===== src/rtl/hazard_scoreboard_pkg.sv =====
// Shared pipeline constants, hazard-cause encoding and EX-occupant record.
package hazard_scoreboard_pkg;

  localparam int unsigned REG_ADDR_W      = 5;
  localparam int unsigned NUM_REGS        = 32;
  localparam int unsigned DIV_LATENCY_DEF = 34;
  localparam int unsigned DIV_CNT_W       = 6;

  // Why ID is stalled this cycle; highest-priority cause wins.
  typedef enum logic [2:0] {
    HZ_NONE     = 3'd0,
    HZ_RAW_RS1  = 3'd1,
    HZ_RAW_RS2  = 3'd2,
    HZ_WAW      = 3'd3,
    HZ_DIV_BUSY = 3'd4
  } hazard_cause_e;

  // Long-latency instruction that entered EX on the last edge.
  typedef struct packed {
    logic                  valid;
    logic                  is_div;
    logic [REG_ADDR_W-1:0] rd;
  } ex_occ_t;

  // One-hot register select.
  function automatic logic [NUM_REGS-1:0] reg_onehot(input logic [REG_ADDR_W-1:0] addr);
    reg_onehot = NUM_REGS'(1) << addr;
  endfunction

endpackage


===== src/rtl/hazard_scoreboard_div_sequencer.sv =====
// Sequencer for the single shared iterative divider: countdown, busy and done pulse.
module div_sequencer
  import hazard_scoreboard_pkg::*;
#(
  parameter int unsigned DIV_LATENCY = DIV_LATENCY_DEF
) (
  input  logic clk,
  input  logic rst_n,
  input  logic div_issue_i,
  input  logic flush_i,
  output logic div_busy_o,
  output logic div_done_o
);

  localparam logic [DIV_CNT_W-1:0] CNT_LOAD = DIV_CNT_W'(DIV_LATENCY - 1);

  logic [DIV_CNT_W-1:0] cnt_q, cnt_d;
  logic                 busy_q, busy_d;

  // Next-state: a new issue (including back-to-back in the done cycle) reloads;
  // a flushed divide aborts silently; otherwise count down and retire at zero.
  always_comb begin
    cnt_d  = cnt_q;
    busy_d = busy_q;
    if (div_issue_i) begin
      cnt_d  = CNT_LOAD;
      busy_d = 1'b1;
    end else if (flush_i) begin
      cnt_d  = '0;
      busy_d = 1'b0;
    end else if (busy_q) begin
      if (cnt_q == '0) begin
        busy_d = 1'b0;
      end else begin
        cnt_d = cnt_q - DIV_CNT_W'(1);
      end
    end
  end

  // Counter and busy state, synchronous active-low reset.
  always_ff @(posedge clk) begin
    if (!rst_n) begin
      cnt_q  <= '0;
      busy_q <= 1'b0;
    end else begin
      cnt_q  <= cnt_d;
      busy_q <= busy_d;
    end
  end

  assign div_busy_o = busy_q;
  assign div_done_o = busy_q && (cnt_q == '0);

endmodule


===== src/rtl/hazard_scoreboard.sv =====
// Outstanding long-latency writer scoreboard with ID stall decode and divider sequencing.
module hazard_scoreboard
  import hazard_scoreboard_pkg::*;
#(
  parameter int unsigned DIV_LATENCY = DIV_LATENCY_DEF
) (
  input  logic                  clk,
  input  logic                  rst_n,
  input  logic                  id_valid,
  input  logic [REG_ADDR_W-1:0] id_rs1_addr,
  input  logic                  id_rs1_used,
  input  logic [REG_ADDR_W-1:0] id_rs2_addr,
  input  logic                  id_rs2_used,
  input  logic [REG_ADDR_W-1:0] id_rd,
  input  logic                  id_reg_write,
  input  logic                  id_is_load,
  input  logic                  id_is_div,
  input  logic                  ex_flush,
  input  logic                  wb_long_valid,
  input  logic [REG_ADDR_W-1:0] wb_long_rd,
  output logic                  stall_id,
  output logic                  issue,
  output logic                  div_busy,
  output logic                  div_done,
  output logic [NUM_REGS-1:0]   pending_mask
);

  logic [NUM_REGS-1:0] pending_q, pending_d;
  logic [NUM_REGS-1:0] clr_vec, flush_vec, set_vec, pend_live;
  ex_occ_t             occ_q, occ_d;
  hazard_cause_e       hazard_cause_c;
  logic                long_issue, div_issue, flush_occ, flush_div;

  // Writeback clears bypass into the hazard check since the register file writes through.
  always_comb begin
    clr_vec   = wb_long_valid ? reg_onehot(wb_long_rd) : '0;
    pend_live = pending_q & ~clr_vec;
  end

  // Stall cause decode, in priority order.
  always_comb begin
    hazard_cause_c = HZ_NONE;
    if (id_valid) begin
      if (id_rs1_used && (id_rs1_addr != '0) && pend_live[id_rs1_addr]) begin
        hazard_cause_c = HZ_RAW_RS1;
      end else if (id_rs2_used && (id_rs2_addr != '0) && pend_live[id_rs2_addr]) begin
        hazard_cause_c = HZ_RAW_RS2;
      end else if (id_reg_write && (id_rd != '0) && pend_live[id_rd]) begin
        hazard_cause_c = HZ_WAW;
      end else if (id_is_div && div_busy && !div_done) begin
        hazard_cause_c = HZ_DIV_BUSY;
      end
    end
  end

  assign stall_id   = (hazard_cause_c != HZ_NONE);
  assign issue      = id_valid && !stall_id;
  assign long_issue = issue && id_reg_write && (id_is_load || id_is_div);
  assign div_issue  = long_issue && id_is_div;
  assign flush_occ  = ex_flush && occ_q.valid;
  assign flush_div  = flush_occ && occ_q.is_div;

  // Bitmap next-state: clears first, then new issue sets so set wins on collision.
  always_comb begin
    flush_vec    = flush_occ ? reg_onehot(occ_q.rd) : '0;
    set_vec      = (long_issue && (id_rd != '0)) ? reg_onehot(id_rd) : '0;
    pending_d    = (pending_q & ~clr_vec & ~flush_vec) | set_vec;
    occ_d        = '0;
    occ_d.valid  = long_issue;
    occ_d.is_div = id_is_div;
    occ_d.rd     = id_rd;
  end

  // Scoreboard and EX-occupant registers.
  always_ff @(posedge clk) begin
    if (!rst_n) begin
      pending_q <= '0;
      occ_q     <= '0;
    end else begin
      pending_q <= pending_d;
      occ_q     <= occ_d;
    end
  end

  assign pending_mask = pending_q;

  div_sequencer #(
    .DIV_LATENCY (DIV_LATENCY)
  ) u_div_seq (
    .clk         (clk),
    .rst_n       (rst_n),
    .div_issue_i (div_issue),
    .flush_i     (flush_div),
    .div_busy_o  (div_busy),
    .div_done_o  (div_done)
  );

  // A long writeback must target a register that is actually outstanding.
  a_wb_pending : assert property (@(posedge clk) disable iff (!rst_n)
    wb_long_valid |-> pending_q[wb_long_rd])
    else $error("long writeback to non-pending register x%0d", wb_long_rd);

endmodule


===== config.mk =====
export PLATFORM = sky130hd
export DESIGN_NAME = hazard_scoreboard
export DESIGN_NICKNAME = d
export VERILOG_FILES = /design/src/rtl/hazard_scoreboard_pkg.sv /design/src/rtl/hazard_scoreboard_div_sequencer.sv /design/src/rtl/hazard_scoreboard.sv
export SDC_FILE = /design/constraint.sdc
export NUM_CORES = 1
export LEC_CHECK = 0
export BUFFER_PORTS_ARGS = -buffer_cell sky130_fd_sc_hd__buf_4
export CAP_MARGIN = 30
export CORE_UTILIZATION = 55
export CTS_BUF_LIST = sky130_fd_sc_hd__clkbuf_4 sky130_fd_sc_hd__clkbuf_8
export CTS_CLUSTER_DIAMETER = 50
export DETAILED_ROUTE_END_ITERATION = 6
export PLACE_DENSITY = 0.78
export REMOVE_ABC_BUFFERS = 1
export SKIP_LAST_GASP = 1
export SLEW_MARGIN = 10
export SYNTH_ARGS = -nofsm -noshare
export SYNTH_HDL_FRONTEND = slang
export SYNTH_SLANG_ARGS = --single-unit

===== constraint.sdc =====
create_clock -name clk -period 2.85 [get_ports clk]
set_clock_uncertainty 0.1 [all_clocks]
set_input_delay 0.285 -clock clk [delete_from_list [all_inputs] [get_ports clk]]
set_output_delay 0.285 -clock clk [all_outputs]
set_load 0.05 [all_outputs]

==> flow_summary.ini, run 1 <==
[run_status]
outcome = completed

[global_routing]
grt_remaining_overflow = 0
grt_max_degree = 50
grt_pass1_wl_mm = 22.9
grt-busiest-layer = met2
grt_pass1_vias = 4306
met1_usage_pct = 52.3
antenna_found_initial = 0
use_met2_pct = 60.7
grt_use_met3_pct = 6.41
grt.total_usage_pct = 39.4

[routing]
antenna_left = 0
drt_iter0_markers = 488
totalWireLength_mm = 15.4
first_pass_iters = 6
routedWlPerCell_um = 22.8
drcViolationCount = 0
via_per_inst = 7.15
vias = 4811

[setup_path]
r2r-start = u_div_seq.cnt_q[1]$_SDFFE_PP0P_
cp_slowest_cell = o41a_1
path_cells = inv_2, ha_1, nand2b_1, o41a_1, a221oi_2, nand4b_4, nor3b_2, buf_6
path_class = register to output port
worst_r2r_endpoint = u_div_seq.cnt_q[4]$_SDFFE_PP0P_
r2r_slack_ns = 0.22
worst_setup_path_end_kind = output port
cp-endpoint = issue
arrival_ns = 2.45
max_stage_delay_ns = 0.54
start_kind = register
setup.worst_path.start = u_div_seq.cnt_q[1]$_SDFFE_PP0P_
ff2ff_path_depth = 9
critPathMaxFanout = 4
required_ns = 2.47

[logic_synthesis]
ys_warn_count = 0
syn-cell-area_mm2 = 0.00406
synth_compound_area_share_pct = 28.1
synth_edf_count = 0
synth_top_family_by_area = compound AO/OA/AOI/OAI gates
yosys.area_share.adder_pct = 0.617
ys_types = 73
synthSimpleGateAreaFrac_pct = 27.1
ys.flop_type = dfxtp_1
async_flop_share_pct = 0
yosysSeqAreaShare_pct = 22.7
synth.avg_cell_area_um2 = 8.00
ys_seq_elements = 46
synthXorXnorAreaFrac_pct = 2.37
synthMuxAreaShare_pct = 12.3
synth_cells = 507

[placement]
numPortBuffers = 65
pre_cts_ws_ns = 0.0193
globalplace.congestion = 0.952
dpl.hpwl_mm = 11.4

[clock_network]
clk_pin_slew_worst_paths_ns = 0.08
insertion_delay_ns = 0.31
cts.htree.levels = 2
cts_max_path_buffers = 2
numCtsBuffers = 5
hold_buffers = 0
root_buffer = clkbuf_8
cts.sinks = 46
cts_tree = yes

[sta]
timing_hold_violations_final = 0
setup_viol = 0
worst_pin_slew_ns = 0.741
fin_crit_ns = 2.83
layout_setup_ws_ns = 0.0163
rsz0062_at_grt = true
worst_slew_margin_rel_pct = 50.3
slew_viol_final = 0
fmaxAchievable_mhz = 353
fin_setup_tns_ns = 0
fin_crit_sh_pct = 99.4

[power]
intPower_uw = 1070
power_density_mw_per_mm2 = 318
combinationalPowerShare_pct = 25.2
peakVddDrop_mv = 0.337
swShare_pct = 32.0
netSwitchingPower_uw = 502
seqPwrFrac_pct = 42.7
p_clk_share_pct = 32.1
power_leakage_uw = 0.00186

[floorplanning]
io_pins = 66
initial_core_util_pct = 58.4
coreArea_mm2 = 0.00694
die_w_um = 87.9
die_area_mm2 = 0.00772
row_count = 30
dieHeight_um = 87.9

[worst_hold_path]
min_path_type = input port to register
hp-start = id_is_div

[finish]
syn2layout_area_growth_pct = 21.9
drive_gt1_share_pct = 26.2
final_cell_mix = buf_4 (107), nand2_1 (54), dfxtp_1 (41)
num_antenna_cells = 0
fin_nets = 608
mostFrequentLayoutCell = buf_4

[flow_run]
maxCapViolCount = 0
-- state kept, by name, summed over array words and instances, names as in the netlist --
name	cells
pending_mask	32
u_div_seq.div_busy_o	1
occ_q	7
u_div_seq.cnt_q	6
-- critical path, delay by kind of cell, from the launching register on --
| kind | cells | cell delay (ns) |
|---|---|---|
| buf+inv | 2 | 0.26 |
| fa+ha+maj | 1 | 0.16 |
| simple gates | 3 | 0.51 |
| flops | 1 | 0.35 |
| compound gates | 2 | 0.87 |
-- through the flow --
stage                     cells  total power, uW  hold WS (ns)  util (%)  area, um^2
after floorplan             460              847         0.290         -        3840
after global placement      659             1050         0.405      68.3        4750
after detailed placement    659             1050         0.433      68.3        4750
after CTS                   668             1550         0.152      70.3        4880
after global routing        673             1620         0.155      71.2        4940
final                       673             1570         0.157      71.2        4940
-- per-layer routing --
metal	up-vias	share of wire, %
met5	-	0
met4	0	4.6
met3	71	12
met2	383	45
met1	2243	38
li1	2114	-
-- power groups by stage --
stage / clock [uW] / combinational, uW / sequential, uW
3_3_place_gp: 0 / 363 / 684
5_1_grt: 539 / 411 / 672
3_5_place_dp: 0 / 367 / 685
6_report: 503 / 396 / 671
4_1_cts: 508 / 374 / 669
2_1_floorplan: 0 / 159 / 688
-- logic make-up (layout without fill, tap and decap cells) --
group,count (synthesis),after routing
and+or+nand+nor,199,199
AOI/OAI and AO/OA,146,146
buffers and inverters,62,132
DFF,46,46
muxes,41,41
xor gates and xnor gates,11,11
adders and majority gates,2,2
-- timing repair --
action,in CTS,in global routing
gates resized for setup,2,11
endpoints found under the setup margin,2,2
setup buffers,1,5
pin swaps,2,5
-- cell usage after synthesis, drive strengths merged, types with 4 or more instances --
master / number / area, um^2
o31ai: 19 / 143
a22oi: 6 / 45.0
nand2b: 12 / 75.1
nand3b: 4 / 30.0
nor3b: 5 / 37.5
nand3: 18 / 90.1
mux4: 7 / 158
and2: 7 / 43.8
xor2: 4 / 35.0
nand2: 54 / 203
dfxtp: 46 / 921
xnor2: 7 / 61.3
nand4: 11 / 68.8
nor3: 19 / 100
buf: 28 / 146
a21oi: 10 / 50.1
nor4: 6 / 37.5
o21ai: 19 / 95.1
inv: 14 / 52.6
a31oi: 5 / 31.3
o2111ai: 22 / 193
or2: 4 / 25.0
mux2i: 32 / 320
o311ai: 7 / 68.8
or3: 5 / 31.3
nor2: 25 / 96.4
o22ai: 7 / 43.8
o311a: 5 / 50.1
a311oi: 9 / 78.8
nor2b: 6 / 37.5
a211oi: 6 / 45.0
o41ai: 6 / 75.1
clkbuf: 19 / 71.3
-- worst min-delay path by stage --
stage / end / slack, ns / cells past startpoint
2_1_floorplan: pending_mask[10]$_SDFF_PN0_ / 0.29 / 1
3_3_place_gp: pending_mask[0]$_SDFF_PN0_ / 0.41 / 2
3_5_place_dp: pending_mask[0]$_SDFF_PN0_ / 0.43 / 2
4_1_cts: occ_q[5]$_SDFF_PN0_ / 0.15 / 2
5_1_grt: occ_q[5]$_SDFF_PN0_ / 0.15 / 2
6_report: occ_q[5]$_SDFF_PN0_ / 0.16 / 2
-- area by class of cell --
class                           count  area, um^2
Sequential cell                    46         927
Timing Repair Buffer              109         835
Tap cell                           96         120
Clock inverter                      2        37.5
Inverter                           15        56.3
Fill cell                         564        2000
Clock buffer                        6        76.3
Multi-Input combinational cell    399        2890
Power figures use the tool's default switching activity.
==> run 2: changes to the inputs <==
--- a/config.mk
+++ b/config.mk
@@ -8,7 +8,6 @@
 export BUFFER_PORTS_ARGS = -buffer_cell sky130_fd_sc_hd__buf_4
 export CAP_MARGIN = 30
 export CORE_UTILIZATION = 55
-export CTS_BUF_LIST = sky130_fd_sc_hd__clkbuf_4 sky130_fd_sc_hd__clkbuf_8
 export CTS_CLUSTER_DIAMETER = 50
 export DETAILED_ROUTE_END_ITERATION = 6
 export PLACE_DENSITY = 0.78
==> flow_summary.ini, run 2 (synthesized netlist as in run 1, its figures left out) <==
[power]
power_density_mw_per_mm2 = 316
seqPwrFrac_pct = 42.9
peakVddDrop_mv = 0.335
intPower_uw = 1060
swShare_pct = 32.2
p_clk_share_pct = 31.8
combinationalPowerShare_pct = 25.2
power_leakage_uw = 0.00186
netSwitchingPower_uw = 503

[routing]
antenna_left = 0
routedWlPerCell_um = 22.6
drt_iter0_markers = 490
first_pass_iters = 5
vias = 4764
drcViolationCount = 0
via_per_inst = 7.08
totalWireLength_mm = 15.2

[sta]
fin_crit_ns = 2.84
setup_viol = 0
fin_crit_sh_pct = 99.5
layout_setup_ws_ns = 0.0137
timing_hold_violations_final = 0
fmaxAchievable_mhz = 353
worst_pin_slew_ns = 0.731
worst_slew_margin_rel_pct = 50.9
fin_setup_tns_ns = 0
rsz0062_at_grt = true
slew_viol_final = 0

[finish]
stdcell_area_mm2 = 0.00494
syn2layout_area_growth_pct = 21.8
mostFrequentLayoutCell = buf_4
largest_reg_flops = 32
num_antenna_cells = 0
fin_nets = 608
layout.cells.non_filler = 673
drive_gt1_share_pct = 26.0
final_cell_mix = buf_4 (107), nand2_1 (54), dfxtp_1 (41)

[placement]
dpl.hpwl_mm = 11.4
globalplace.congestion = 0.952
numPortBuffers = 65
pre_cts_ws_ns = 0.0193
placed_cells = 659
placed_area_mm2 = 0.00475

[setup_path]
setup.worst_path.start = u_div_seq.cnt_q[1]$_SDFFE_PP0P_
start_kind = register
arrival_ns = 2.45
r2r-start = u_div_seq.cnt_q[1]$_SDFFE_PP0P_
required_ns = 2.47
worst_setup_path_end_kind = output port
critPathMaxFanout = 4
path_class = register to output port

[global_routing]
antenna_found_initial = 0
grt_remaining_overflow = 0
grt_pass1_wl_mm = 22.9
grt_pass1_vias = 4305
grt_max_degree = 50
grt.total_usage_pct = 39.4

[floorplanning]
initial_core_util_pct = 58.4
coreArea_mm2 = 0.00694
die_area_mm2 = 0.00772
die_w_um = 87.9
io_pins = 66
row_count = 30
dieHeight_um = 87.9

[worst_hold_path]
min_path_type = input port to register
hp-start = id_is_div

[clock_network]
cts_max_path_buffers = 2
cts.sinks = 46
cts.htree.levels = 2
insertion_delay_ns = 0.31
cts_tree = yes
numCtsBuffers = 5
root_buffer = clkbuf_8
clk_pin_slew_worst_paths_ns = 0.08

[run_status]
outcome = completed

[flow_run]
maxCapViolCount = 0
-- run 2: cell type report --
type,instances,area (um^2)
clock buffers,6,72.6
fillers,567,2000
well taps,96,120
inverters,15,56.3
flip-flops and latches,46,927
multi-input cells,399,2890
repair buffers,109,835
clock inverters,2,37.5
-- run 2: path summary, 6_finish.rpt --
path                                           to  cells after the start  slack, ns
setup / recovery                            issue                      8       0.01
hold / removal                occ_q[5]$_SDFF_PN0_                      2       0.15
setup reg to reg  u_div_seq.cnt_q[4]$_SDFFE_PP0P_                      9       0.22
hold reg to reg        pending_mask[0]$_SDFF_PN0_                      2       0.41
-- run 2: power by group through the flow --
stage	combinational [uW]	sequential (uW)	clock, uW
finish	394	671	497
global route	411	672	528
CTS	374	669	499
detailed placement	367	685	0
global placement	363	684	0
floorplan	159	688	0
-- run 2: worst max-delay path, cell delays in order, from the launching register on --
cell      delay (ns)
dfxtp_1         0.35
inv_2           0.08
ha_1            0.16
nand2b_1        0.09
o41a_1          0.54
a221oi_2        0.34
nand4b_4        0.18
nor3b_2         0.23
buf_6           0.18
-- run 2: repair_timing --
item                                    CTS  global route
buffers inserted                          1             5
resized for setup                         2            11
pin swaps                                 2             5
endpoints found under the setup margin    2             2
hold buffers                              0             0
-- run 2: per-layer routing --
layer	share of wire (%)	vias to the layer above	global-route usage, %
met2	45	380	60.7
met5	0	-	0
met3	12	65	6.41
li1	-	2115	-
met4	4.9	0	22.7
met1	38	2204	52.2
-- run 2: per-stage QoR --
step / total power, uW / hold WS, ns / util, %
after floorplan: 847 / 0.290 / -
after global placement: 1050 / 0.405 / 68.3
after detailed placement: 1050 / 0.433 / 68.3
after CTS: 1540 / 0.151 / 70.2
after global routing: 1610 / 0.155 / 71.2
final: 1560 / 0.152 / 71.2
